### config.mk
export PLATFORM = sky130hd
export DESIGN_NAME = addsub_pipe
export DESIGN_NICKNAME = d
export VERILOG_FILES = /design/src/rtl/calc_pkg.sv /design/src/rtl/addsub_chunk.sv /design/src/rtl/addsub_pipe.sv
export SDC_FILE = /design/constraint.sdc
export NUM_CORES = 1
export LEC_CHECK = 0
export CAP_MARGIN = 20
export CORE_MARGIN = 3
export CORE_UTILIZATION = 45
export DETAILED_ROUTE_END_ITERATION = 7
export PLACE_DENSITY = 0.79
export SETUP_SLACK_MARGIN = 0.05
export SKIP_CTS_REPAIR_TIMING = 1
export SYNTH_ARGS = -nofsm -noshare
export SYNTH_HDL_FRONTEND = slang
export SYNTH_SLANG_ARGS = --single-unit
### constraint.sdc
create_clock -name clk -period 8.8 [get_ports clk]
set_clock_uncertainty 0.05 [all_clocks]
set_input_delay 1.32 -clock clk [delete_from_list [all_inputs] [get_ports clk]]
set_output_delay 1.32 -clock clk [all_outputs]
set_load 0.02 [all_outputs]
### src/rtl/calc_pkg.sv
`default_nettype none
// ============================================================================
//  Module   : calc_pkg
//  Purpose  : Shared types and configuration helpers for the calculator
//             datapath (flag bundle, pipeline depth derivation, config check).
//  Revision : 1.0  initial release
// ============================================================================
package calc_pkg;

  localparam int DEFAULT_WIDTH = 16;
  localparam int DEFAULT_CHUNK = 4;

  // Flag bundle registered alongside every ALU result.
  typedef struct packed {
    logic cout;
    logic overflow;
    logic zero;
    logic negative;
  } alu_flags_t;

  // Number of pipeline stages: one per CHUNK-bit slice of the operands.
  function automatic int calc_stages(input int width, input int chunk);
    return width / chunk;
  endfunction

  // Legal configuration: at least two bits wide, whole number of chunks.
  function automatic bit calc_cfg_ok(input int width, input int chunk);
    return (chunk >= 1) && (width >= 2) && ((width % chunk) == 0);
  endfunction

endpackage
`default_nettype wire

### src/rtl/addsub_chunk.sv
`default_nettype none
// ============================================================================
//  Module   : addsub_chunk
//  Purpose  : Combinational CHUNK-bit adder slice. Produces the slice sum,
//             the carry out of the slice and the carry into its top bit.
//  Revision : 1.0  initial release
// ============================================================================
module addsub_chunk #(
  parameter int CHUNK = 4
) (
  input  logic             cin,
  input  logic [CHUNK-1:0] a,
  input  logic [CHUNK-1:0] b,
  output logic [CHUNK-1:0] sum,
  output logic             cout,
  output logic             cmsb
);

  logic [CHUNK:0] total;

  // Slice addition; the carry into the top bit is recovered from the
  // top-bit sum equation so the slice works for any CHUNK >= 1.
  always_comb begin
    total = {1'b0, a} + {1'b0, b} + {{CHUNK{1'b0}}, cin};
    sum   = total[CHUNK-1:0];
    cout  = total[CHUNK];
    cmsb  = total[CHUNK-1] ^ a[CHUNK-1] ^ b[CHUNK-1];
  end

endmodule
`default_nettype wire

### src/rtl/addsub_pipe.sv
`default_nettype none
// ============================================================================
//  Module   : addsub_pipe
//  Purpose  : WIDTH-bit pipelined adder/subtractor, CHUNK bits resolved per
//             stage, with carry/borrow-in, full flag set and valid/ready
//             handshake on both sides (global-stall, no skid buffer).
//  Revision : 1.0  initial release
// ============================================================================
module addsub_pipe
  import calc_pkg::*;
#(
  parameter int WIDTH = DEFAULT_WIDTH,
  parameter int CHUNK = DEFAULT_CHUNK
) (
  input  logic             clk,
  input  logic             rst,
  input  logic             in_valid,
  output logic             in_ready,
  input  logic [WIDTH-1:0] a,
  input  logic [WIDTH-1:0] b,
  input  logic             sub,
  input  logic             cin,
  output logic             out_valid,
  input  logic             out_ready,
  output logic [WIDTH-1:0] f,
  output logic             cout,
  output logic             overflow,
  output logic             zero,
  output logic             negative
);

  localparam int STAGES = calc_stages(WIDTH, CHUNK);

  if (!calc_cfg_ok(WIDTH, CHUNK)) begin : g_cfg_check
    $error("addsub_pipe: WIDTH must be >= 2 and a multiple of CHUNK");
  end

  logic             adv;
  logic [WIDTH-1:0] b_eff;
  logic             c0;

  // Subtraction is a + ~b + ~borrow; the whole pipe moves when the output
  // slot is empty or being drained.
  always_comb begin
    adv   = ~out_valid | out_ready;
    b_eff = sub ? ~b : b;
    c0    = sub ? ~cin : cin;
  end

  assign in_ready = adv;

  for (genvar k = 0; k < STAGES; k++) begin : g_stage
    // Operand bits still to be processed at this stage, and the partial
    // sum width accumulated once this stage has registered.
    localparam int OPW = WIDTH - k * CHUNK;
    localparam int SW  = (k + 1) * CHUNK;

    logic [OPW-1:0]   op_a;
    logic [OPW-1:0]   op_b;
    logic             c_in;
    logic [CHUNK-1:0] sum_w;
    logic             cout_w;
    logic             cmsb_w;
    logic             valid_d;
    logic             valid_q;
    logic [SW-1:0]    sum_d;
    logic [SW-1:0]    sum_q;

    if (k == 0) begin : g_head
      // First stage works directly on the conditioned inputs.
      always_comb begin
        op_a    = a;
        op_b    = b_eff;
        c_in    = c0;
        valid_d = in_valid;
        sum_d   = sum_w;
      end
    end else begin : g_body
      // Later stages pick up the travelling operands, carry and partial sum.
      always_comb begin
        op_a    = g_stage[k-1].g_fwd.a_q;
        op_b    = g_stage[k-1].g_fwd.b_q;
        c_in    = g_stage[k-1].g_fwd.carry_q;
        valid_d = g_stage[k-1].valid_q;
        sum_d   = {sum_w, g_stage[k-1].sum_q};
      end
    end

    addsub_chunk #(
      .CHUNK (CHUNK)
    ) u_chunk (
      .cin  (c_in),
      .a    (op_a[CHUNK-1:0]),
      .b    (op_b[CHUNK-1:0]),
      .sum  (sum_w),
      .cout (cout_w),
      .cmsb (cmsb_w)
    );

    // Stage valid and partial sum: shift on advance, hold (bubbles too) on stall.
    always_ff @(posedge clk or posedge rst) begin
      if (rst) begin
        valid_q <= 1'b0;
        sum_q   <= '0;
      end else if (adv) begin
        valid_q <= valid_d;
        sum_q   <= sum_d;
      end
    end

    if (k < STAGES - 1) begin : g_fwd
      localparam int RW = OPW - CHUNK;

      logic [RW-1:0] a_d;
      logic [RW-1:0] a_q;
      logic [RW-1:0] b_d;
      logic [RW-1:0] b_q;
      logic          carry_d;
      logic          carry_q;
      logic          cmsb_unused;

      // Only the final slice's carry into the MSB feeds the overflow flag.
      assign cmsb_unused = cmsb_w;

      // Unprocessed upper operand bits and the slice carry move to the next stage.
      always_comb begin
        a_d     = op_a[OPW-1:CHUNK];
        b_d     = op_b[OPW-1:CHUNK];
        carry_d = cout_w;
      end

      // Forwarded operand/carry register, same advance rule as the stage.
      always_ff @(posedge clk or posedge rst) begin
        if (rst) begin
          a_q     <= '0;
          b_q     <= '0;
          carry_q <= 1'b0;
        end else if (adv) begin
          a_q     <= a_d;
          b_q     <= b_d;
          carry_q <= carry_d;
        end
      end
    end
  end

  alu_flags_t flags_d;
  alu_flags_t flags_q;

  // Flags come from the final slice before registration so they are
  // captured in the same edge as the result itself.
  always_comb begin
    flags_d.cout     = g_stage[STAGES-1].cout_w;
    flags_d.overflow = g_stage[STAGES-1].cmsb_w ^ g_stage[STAGES-1].cout_w;
    flags_d.zero     = ~|g_stage[STAGES-1].sum_d;
    flags_d.negative = g_stage[STAGES-1].sum_d[WIDTH-1];
  end

  // Flag register tracks the final stage register.
  always_ff @(posedge clk or posedge rst) begin
    if (rst) begin
      flags_q <= '0;
    end else if (adv) begin
      flags_q <= flags_d;
    end
  end

  assign out_valid = g_stage[STAGES-1].valid_q;
  assign f         = g_stage[STAGES-1].sum_q;
  assign cout      = flags_q.cout;
  assign overflow  = flags_q.overflow;
  assign zero      = flags_q.zero;
  assign negative  = flags_q.negative;

endmodule
`default_nettype wire

Yosys cells after proc, flatten, opt, wreduce, memory -nomap -nowiden
Index checks and enable logic that the tools add are counted.

Register bits: 99. Input port bits: 38. Output and inout bits: 22. Word-level logic and storage cells: 40.

Add/subtract/negate cells: 8. Mux-type cells: 2. Bitwise gates (word level): 7. Reductions and logical operators: 2.

Operators with widths (count): $add A4 B4 Y5 (4); $add A5 B1 Y5 (4); $mux W16 (1); $not A16 Y16 (1); $reduce_or A16 Y1 (1); $xor A1 B1 Y1 (3); $not A1 Y1 (2); $logic_not A1 Y1 (1); $mux W1 (1); $or A1 B1 Y1 (1).

Longest topological paths before layout
Gate-level depths: netlist of the first run.

Word-level depth: 5. Gate-level depth with buffers: 9. Depth with buffers taken out: 7.

Cells and area by module
A second synthesis of the first run with hierarchy kept.

Cell total of the unflattened synthesis: 502. Area, all modules: 4581.9 sq um.

By module, submodules not included: addsub_pipe (instances 1, cells an instance 426, area each 3871.2 sq um); addsub_chunk (instances 4, cells an instance 19, area each 177.7 sq um).

Worst setup path before layout of the first run
Ideal clock, no wire load.

Path kind: input-to-output. From: in out_ready. To: out in_ready. Arrival: 1883 ps. Path slack: 5547 ps. Stages on the path: 4. Buffers on the path: 2. Cells stage by stage: nor2b_1 -> inv_1 -> buf_2 -> buf_2.

Word-level cells in the longest chain between the ends: 1.

Ends and longest elaborated chain: from (decl) (line addsub_pipe.sv:24) `input logic out_ready,`; $or A1 B1 Y1 (line addsub_pipe.sv:45) `adv = ~out_valid | out_ready;`; to (decl) (line addsub_pipe.sv:18) `output logic in_ready,`.

No other way between the ends.

Worst setup path after layout of the first run
Ends and elaborated chain as after synthesis.

==> results_dict.tcl, run 1 <==
set metrics [dict create \
    status "finished clean" \
    grt_overflow_total 0 \
    synth.avg_cell_area_um2 9.290 \
    ios 60 \
    fillers 834 \
    critPathRequiredTime_ns 7.43 \
    peakVddDrop_uv 118.1 \
    p_clk_share_pct 18.6 \
    p_seq_share_pct 41.7 \
    combinationalPowerShare_pct 39.7 \
    arrival_ns 2.54 \
    cts_buffers 9 \
    h-tree-depth 3 \
    grtUsageTotal_pct 15.16 \
    worst-setup-path-type "in2out" \
    first_global_vias 3164 \
    syn_area_um2 4375 \
    drtIter0Drc 146 \
    cts.sinks 98 \
    hold_viol_final 0 \
    hp-class "reg2reg" \
    switchingPower_uw 676.1 \
    synth-edff-count 0 \
    critPathLaunchType "input port" \
    rr_worst_depth 5 \
    fp-row-count 35 \
    coreArea_um2 9328 \
    cp_cell_sequence "clkdlybuf4s50_1 -> nor2b_4 -> inv_2 -> clkdlybuf4s50_1" \
    ys_ff_latch 98 \
    yosysTopAreaCell "dfrtp_1" \
    antenna_found_initial 0 \
    timing.setup.tns_ns 0 \
    vias_per_cell 4.783 \
    slowest_stage "clkdlybuf4s50_1" \
    area_growth_pct 20.87 \
    diodes 0 \
    ys_top_cells_by_area "dfrtp_1, nand2_1, fa_1, ha_1, o21ai_0" \
    hold-path-cell-count 1 \
    dieArea_um2 10940 \
    yosysWarnings 0 \
    first_pass_iters 4 \
    die_w_um 104.6 \
    syn_nets 529 \
    cp_slowest_stage_delay_ns 0.60 \
    clock_latency_ns 0.36 \
    rsz0062_at_grt "false" \
    avgRoutedWirePerCell_um 11.91 \
    grt_pass1_wl_um 13700 \
    yosysTopAreaCellShare_pct 56.05 \
    finalWirelength_um 7799 \
    fin_crit_sh_pct 44.43 \
    power_density_nw_per_um2 348.8 \
    port_buffers 59 \
    cts_tree "done" \
    clk_pin_slew_ns 0.09 \
    place.detailed.hpwl_um 5338 \
    setup_viol 0 \
    grt_max_degree 101 \
    synth_ff_type "dfrtp_1" \
    yosysSeqAreaShare_pct 56.05 \
    drive_gt1_share_pct 4.753 \
    clk_path_buf_depth 2 \
    ctsRootBufferMaster "clkbuf_8" \
    synthArstFlopShare_pct 100.0 \
    drc 0 \
    min_period_ns 3.910 \
    cap_viol_max_count 0 \
    fin_util_pct 56.70 \
    gp_congestion 0.7792 \
    worstMarginPinSlew_ns 0.9310 \
    drv_slew 0 \
    leakagePower_uw 0.002608 \
    post-synth-top-count-cell "nand2_1" \
    slew_headroom_pct 37.93 \
    crit_top_cell "clkdlybuf4s50_1" \
    yosys.cell_types.count 30 \
    critPathMaxFanout 3 \
    syn_inst 471 \
    synth_common_cells "nand2_1, dfrtp_1, o21ai_0" \
    end_kind "output pin" \
    p_int_uw 1169 \
    max_freq_mhz 255.7 \
    die_h_um 104.6 \
    vias 3133 \
    initial_core_util_pct 46.91 \
    fin_nets 579 \
    antenna_left 0 \
    netSwitchingFraction_pct 36.65 \
]
[power by group through the flow]
| stage | Combinational (uW) | Sequential (uW) | Clock [uW] |
|---|---|---|---|
| floorplan | 475 | 807 | 0 |
| global placement | 704 | 771 | 0 |
| detailed placement | 739 | 781 | 0 |
| CTS | 744 | 773 | 349 |
| global route | 838 | 798 | 367 |
| finish | 732 | 770 | 342 |
[cells by family (layout without fill, tap and decap cells)]
family | after synthesis | in the layout | share of synthesized area (%)
compound gates | 48 | 48 | 6.291
xor+xnor | 23 | 23 | 4.604
fa+ha+maj | 20 | 20 | 7.092
buf+inv | 37 | 92 | 3.889
flops | 98 | 98 | 56.05
mux | 1 | 1 | 0.3431
simple gates | 244 | 244 | 21.73
[layout by cell type (no fill, tap or decap), drive strengths merged]
cell / n
nand3: 2
or2: 1
o31ai: 2
nor4: 3
fa: 8
inv: 13
clkinv: 2
nand4: 1
o211a: 1
clkinvlp: 1
xor2: 11
mux2: 1
a211oi: 1
a31oi: 1
o21a: 1
nand2: 218
clkbuf: 10
o21ai: 25
xnor2: 12
nor2b: 4
a21o: 4
buf: 4
a211o: 1
ha: 12
and3: 1
dfrtp: 98
and2: 1
nand2b: 1
a21oi: 12
bufinv: 3
clkdlybuf4s50: 59
nor2: 12
[per-layer routing]
layer / part of all wire (%) / vias up / GRT usage (%)
li1: - / 1578 / -
met1: 45 / 1487 / 17.81
met2: 50 / 55 / 27.40
met3: 3.9 / 13 / 2.779
met4: 1.9 / 0 / 5.998
met5: 0 / - / 0
[path summary, 6_finish.rpt]
check	end	start	slack, ns
max in group asynchronous	g_stage[0].g_fwd.b_q[10]$_DFFE_PP0P_	rst	6.32
min	out_valid$_DFFE_PP0P_	g_stage[2].valid_q$_DFFE_PP0P_	0.41
min in group asynchronous	f[2]$_DFFE_PP0P_	rst	1.24
min reg2reg	out_valid$_DFFE_PP0P_	g_stage[2].valid_q$_DFFE_PP0P_	0.41
max	in_ready	out_ready	4.89
max reg2reg	zero$_DFFE_PP0P_	g_stage[2].g_fwd.carry_q$_DFFE_PP0P_	6.63
[final cells by class]
| class | instances | area (um^2) | share of cell area, % |
|---|---|---|---|
| Sequential cell | 98 | 2452 | 46.37 |
| Tap cell | 129 | 161.4 | 3.052 |
| Timing Repair Buffer | 63 | 620.6 | 11.73 |
| Clock inverter | 6 | 115.1 | 2.176 |
| Inverter | 13 | 51.30 | 0.9700 |
| Multi-Input combinational cell | 336 | 1760 | 33.29 |
| Clock buffer | 10 | 127.6 | 2.413 |
[metrics by stage]
step | instance area (um^2) | power [uW] | setup WS [ns] | instances | hold WS (ns)
finish | 5289 | 1845 | 4.890 | 655 | 0.4108
global route | 5289 | 2003 | 4.855 | 655 | 0.4276
CTS | 5289 | 1865 | 4.867 | 655 | 0.4173
detailed placement | 5046 | 1520 | 4.869 | 639 | 0.3948
global placement | 5046 | 1476 | 4.866 | 639 | 0.3923
floorplan | 4375 | 1282 | 4.868 | 471 | 0.3800
[registers in the layout, indices dropped and copies added, names as in the netlist, 3 cells and up]
register               flops
g_stage.g_fwd.a_q         24
g_stage.g_fwd.b_q         24
g_stage.g_fwd.carry_q      3
g_stage.valid_q            3
g_stage.sum_q             24
f                         16
[worst max-delay path, delay by kind of cell]
| kind | cells | cell delay (ns) |
|---|---|---|
| buffers and inverters | 3 | 1.15 |
| and+or+nand+nor | 1 | 0.07 |
(Power assumes the default switching activity.)
==> inputs of run 2 (changes only) <==
==> constraint.sdc (replaced) <==
create_clock -name clk -period 3.6 [get_ports clk]
set_clock_uncertainty 0.05 [all_clocks]
set_input_delay 0.54 -clock clk [delete_from_list [all_inputs] [get_ports clk]]
set_output_delay 0.54 -clock clk [all_outputs]
set_load 0.02 [all_outputs]
==> results_dict.tcl, run 2 (same netlist as run 1, synthesis figures left out) <==
set metrics [dict create \
    status "finished clean" \
    area_growth_pct 19.93 \
    p_int_uw 2715 \
    worst-setup-path-type "in2out" \
    ctsRootBufferMaster "clkbuf_8" \
    vias 3120 \
    first_global_vias 3244 \
    end_kind "output pin" \
    fin_util_pct 56.26 \
    setup_viol 0 \
    arrival_ns 1.80 \
    drive_gt1_share_pct 4.934 \
    slew_headroom_pct 37.28 \
    drv_slew 0 \
    slowest_stage "clkdlybuf4s50_1" \
    hold_viol_final 0 \
    grt_pass1_wl_um 14760 \
    ios 60 \
    crit_top_cell "clkdlybuf4s50_1" \
    largestRegisters "g_stage.g_fwd.a_q (24), g_stage.g_fwd.b_q (24), g_stage.sum_q (24)" \
    hold-path-cell-count 1 \
    vias_per_cell 4.756 \
    clk_path_buf_depth 2 \
    dieArea_um2 10940 \
    cp_slowest_stage_delay_ns 0.65 \
    cts_buffers 9 \
    final_cell_area_um2 5248 \
    critPathMaxFanout 2 \
    whs_ns 0.4179 \
    r2r_start "g_stage[2].g_fwd.carry_q$_DFFE_PP0P_" \
    antenna_left 0 \
    fin_nets 580 \
    finalWirelength_um 8346 \
    cts_tree "done" \
    fillers 831 \
    fp-row-count 35 \
    startpoint "out_ready" \
    rsz0062_at_grt "false" \
    cap_viol_max_count 0 \
    clock_latency_ns 0.36 \
    port_buffers 59 \
    final_cell_mix "nand2_1, dfrtp_1, clkdlybuf4s50_1" \
    switchingPower_uw 1678 \
    timing.setup.tns_ns 0 \
    peakVddDrop_uv 270.9 \
    initial_core_util_pct 46.91 \
    critPathTopFamily "buffers and inverters" \
    critPathRequiredTime_ns 3.01 \
    grtUsageTotal_pct 16.33 \
    reg2reg_to "zero$_DFFE_PP0P_" \
    cts.sinks 98 \
    r2r_slack_ns 1.46 \
    leakagePower_uw 0.002597 \
    max_freq_mhz 418.9 \
    worstMarginPinSlew_ns 0.9408 \
    first_pass_iters 4 \
    clk_pin_slew_ns 0.09 \
    hp-class "reg2reg" \
    path_buf_inv 3 \
    placed_cell_area_um2 5054 \
    gp_congestion 0.8262 \
    endpoint "in_ready" \
    netSwitchingFraction_pct 38.20 \
    drtIter0Drc 222 \
    fin_crit_sh_pct 66.31 \
    place.detailed.hpwl_um 5841 \
    critPathLaunchType "input port" \
    h-tree-depth 3 \
    drc 0 \
    rr_worst_depth 5 \
    min_period_ns 2.387 \
    grt_overflow_total 0 \
    p_seq_share_pct 43.0 \
    combinationalPowerShare_pct 41.0 \
    power_density_nw_per_um2 837.1 \
    grt_max_degree 102 \
    p_clk_share_pct 16.0 \
    cp_num_cells 4 \
    antenna_found_initial 0 \
    coreArea_um2 9328 \
    die_h_um 104.6 \
    cp_cell_sequence "clkdlybuf4s50_1 -> nor2b_4 -> inv_2 -> clkdlybuf4s50_1" \
    avgRoutedWirePerCell_um 12.72 \
    diodes 0 \
    final_common_cell "nand2_1" \
    die_w_um 104.6 \
]
[run 2: metal layers]
layer	share of wire (%)	GRT usage, %	wire length, um	vias to the layer above
met1	45	21.24	3795	1477
met5	0	0	0	-
met4	1.6	6.373	130	0
met3	3.5	2.471	292	7
li1	-	-	-	1573
met2	49	27.63	4127	63
[run 2: stage by stage]
| stage | power [uW] | setup slack, ns | std cells |
|---|---|---|---|
| after floorplan | 3133 | 0.4479 | 471 |
| after global placement | 3609 | 1.072 | 640 |
| after detailed placement | 3720 | 0.9297 | 640 |
| after CTS | 4438 | 1.180 | 656 |
| after global routing | 4777 | 1.185 | 656 |
| final | 4393 | 1.213 | 656 |
[run 2: worst min-delay path by stage]
stage	startpoint	end	slack (ns)
floorplan	g_stage[2].valid_q$_DFFE_PP0P_	g_stage[2].valid_q$_DFFE_PP0P_	0.38
global placement	g_stage[2].valid_q$_DFFE_PP0P_	g_stage[2].valid_q$_DFFE_PP0P_	0.39
detailed placement	g_stage[2].valid_q$_DFFE_PP0P_	out_valid$_DFFE_PP0P_	0.40
CTS	g_stage[2].valid_q$_DFFE_PP0P_	out_valid$_DFFE_PP0P_	0.43
global route	g_stage[1].sum_q[0]$_DFFE_PP0P_	g_stage[1].sum_q[0]$_DFFE_PP0P_	0.44
finish	g_stage[2].valid_q$_DFFE_PP0P_	out_valid$_DFFE_PP0P_	0.42
[run 2: final cells by class]
cell class	count	area, um^2	share of cell area, %
multi-input cells	336	1760	33.55
inverters	13	51.30	0.9776
clock inverters	6	66.31	1.264
flip-flops and latches	98	2452	46.73
clock buffers	10	127.6	2.432
repair buffers	64	628.1	11.97
well taps	129	161.4	3.076
[run 2: power groups by stage]
stage	clock, uW	combinational, uW	sequential [uW]
CTS	726	1820	1890
finish	703	1800	1890
global placement	0	1720	1890
floorplan	0	1160	1970
global route	763	2060	1960
detailed placement	0	1800	1920
==> inputs of run 3 (changes only) <==
==> constraint.sdc (replaced) <==
create_clock -name clk -period 2.4 [get_ports clk]
set_clock_uncertainty 0.05 [all_clocks]
set_input_delay 0.36 -clock clk [delete_from_list [all_inputs] [get_ports clk]]
set_output_delay 0.36 -clock clk [all_outputs]
set_load 0.02 [all_outputs]
==> results_dict.tcl, run 3 (same netlist as run 1, synthesis figures left out) <==
set metrics [dict create \
    status "finished clean" \
    path_buf_inv 0 \
    initial_core_util_pct 46.91 \
    largestRegisters "g_stage.g_fwd.a_q (24), g_stage.g_fwd.b_q (24), g_stage.sum_q (24)" \
    vias 3107 \
    fin_nets 579 \
    crit_top_cell "fa_1" \
    dieArea_um2 10940 \
    critPathLaunchType "register" \
    grtUsageTotal_pct 15.63 \
    cts_buffers 9 \
    placed_cells 639 \
    drc 0 \
    avgRoutedWirePerCell_um 12.31 \
    placed_cell_area_um2 5072 \
    critPathRequiredTime_ns 2.60 \
    drtIter0Drc 170 \
    final_cell_mix "nand2_1, dfrtp_1, clkdlybuf4s50_1" \
    cp_cell_sequence "fa_1 -> fa_1 -> nand3_1 -> a21oi_1 -> o211a_1 -> o31ai_1" \
    place.detailed.hpwl_um 5453 \
    die_h_um 104.6 \
    p_clk_share_pct 14.6 \
    grt_max_degree 102 \
    finalWirelength_um 8061 \
    critPathTopFamily "adder cells" \
    p_int_uw 3978 \
    netSwitchingFraction_pct 38.42 \
    worst_slack_ns 0.2579 \
    hold_viol_final 0 \
    gp_congestion 0.7872 \
    leakagePower_uw 0.002577 \
    coreArea_um2 9328 \
    combinationalPowerShare_pct 41.7 \
    ctsRootBufferMaster "clkbuf_8" \
    end_kind "register" \
    drive_gt1_share_pct 4.563 \
    p_seq_share_pct 43.7 \
    clk_path_buf_depth 2 \
    antenna_found_initial 0 \
    final_common_cell "nand2_1" \
    rsz0062_at_grt "false" \
    clk_pin_slew_ns 0.10 \
    slowest_stage "fa_1" \
    switchingPower_uw 2482 \
    vias_per_cell 4.744 \
    area_growth_pct 19.87 \
    worstMarginPinSlew_ns 0.9621 \
    min_period_ns 2.142 \
    grt_pass1_wl_um 13970 \
    diodes 0 \
    antenna_left 0 \
    dp_slack_ns -0.008274 \
    power_density_nw_per_um2 1232 \
    cap_viol_max_count 0 \
    slew_headroom_pct 35.86 \
    finalPower_uw 6460 \
    final_cell_area_um2 5245 \
    drv_slew 0 \
    port_buffers 59 \
    die_w_um 104.6 \
    clock_latency_ns 0.35 \
    first_pass_iters 4 \
    ios 60 \
    fp-row-count 35 \
    peakVddDrop_uv 388.2 \
    fin_crit_sh_pct 89.26 \
    critPathMaxFanout 3 \
    cp_slowest_stage_delay_ns 0.46 \
    r2r_slack_ns 0.26 \
    cts_tree "done" \
    final_cells 655 \
    first_global_vias 3039 \
    cts.sinks 98 \
    setup_viol 0 \
    grt_overflow_total 0 \
    max_freq_mhz 466.8 \
    h-tree-depth 3 \
    arrival_ns 2.34 \
    hp-class "in2async" \
    worst-setup-path-type "reg2reg" \
]
## run 3: layer usage
layer / part of all wire [%] / global-route usage (%) / wire length (um) / vias up
met2: 46 / 24.03 / 3739 / 66
met1: 47 / 21.76 / 3821 / 1456
li1: - / - / - / 1572
met5: 0 / 0 / 0 / -
met4: 2.0 / 6.279 / 164 / 0
met3: 4.2 / 3.335 / 335 / 13
## run 3: worst register-to-register path, cell delays in order (launching register included)
cell     delay [ns]
dfrtp_1        0.41
fa_1           0.46
fa_1           0.42
nand3_1        0.15
a21oi_1        0.10
o211a_1        0.23
o31ai_1        0.22
## run 3: power by group through the flow
| stage | sequential (uW) | combinational (uW) | clock (uW) |
|---|---|---|---|
| floorplan | 2960 | 1740 | 0 |
| global placement | 2830 | 2600 | 0 |
| detailed placement | 2860 | 2700 | 0 |
| CTS | 2830 | 2720 | 959 |
| global route | 2930 | 3060 | 1030 |
| finish | 2820 | 2700 | 942 |
## run 3: path summary, 6_finish.rpt
check	from	endpoint	cells past startpoint
min	rst	f[3]$_DFFE_PP0P_	3
min reg2reg	f[13]$_DFFE_PP0P_	f[13]$_DFFE_PP0P_	2
max in group asynchronous	rst	overflow$_DFFE_PP0P_	3
max	g_stage[2].g_fwd.carry_q$_DFFE_PP0P_	overflow$_DFFE_PP0P_	6
max reg2reg	g_stage[2].g_fwd.carry_q$_DFFE_PP0P_	overflow$_DFFE_PP0P_	6
min in group clk	f[13]$_DFFE_PP0P_	f[13]$_DFFE_PP0P_	2
## run 3: area by class of cell
type / count / area, um^2
Inverter: 13 / 52.55
Tap cell: 129 / 161.4
Clock buffer: 11 / 131.4
Timing Repair Buffer: 63 / 645.6
Fill cell: 839 / 4083
Clock inverter: 5 / 41.29
Multi-Input combinational cell: 336 / 1760
Sequential cell: 98 / 2452
## run 3: stage by stage
| stage | TNS [ns] | hold slack, ns | utilization [%] |
|---|---|---|---|
| 6_report | 0 | 0.4089 | 56.23 |
| 5_1_grt | 0 | 0.4444 | 56.23 |
| 4_1_cts | 0 | 0.4168 | 56.23 |
| 3_5_place_dp | -0.01340 | 0.4038 | 54.38 |
| 3_3_place_gp | 0 | 0.3913 | 54.38 |
| 2_1_floorplan | 0 | 0.3800 | - |
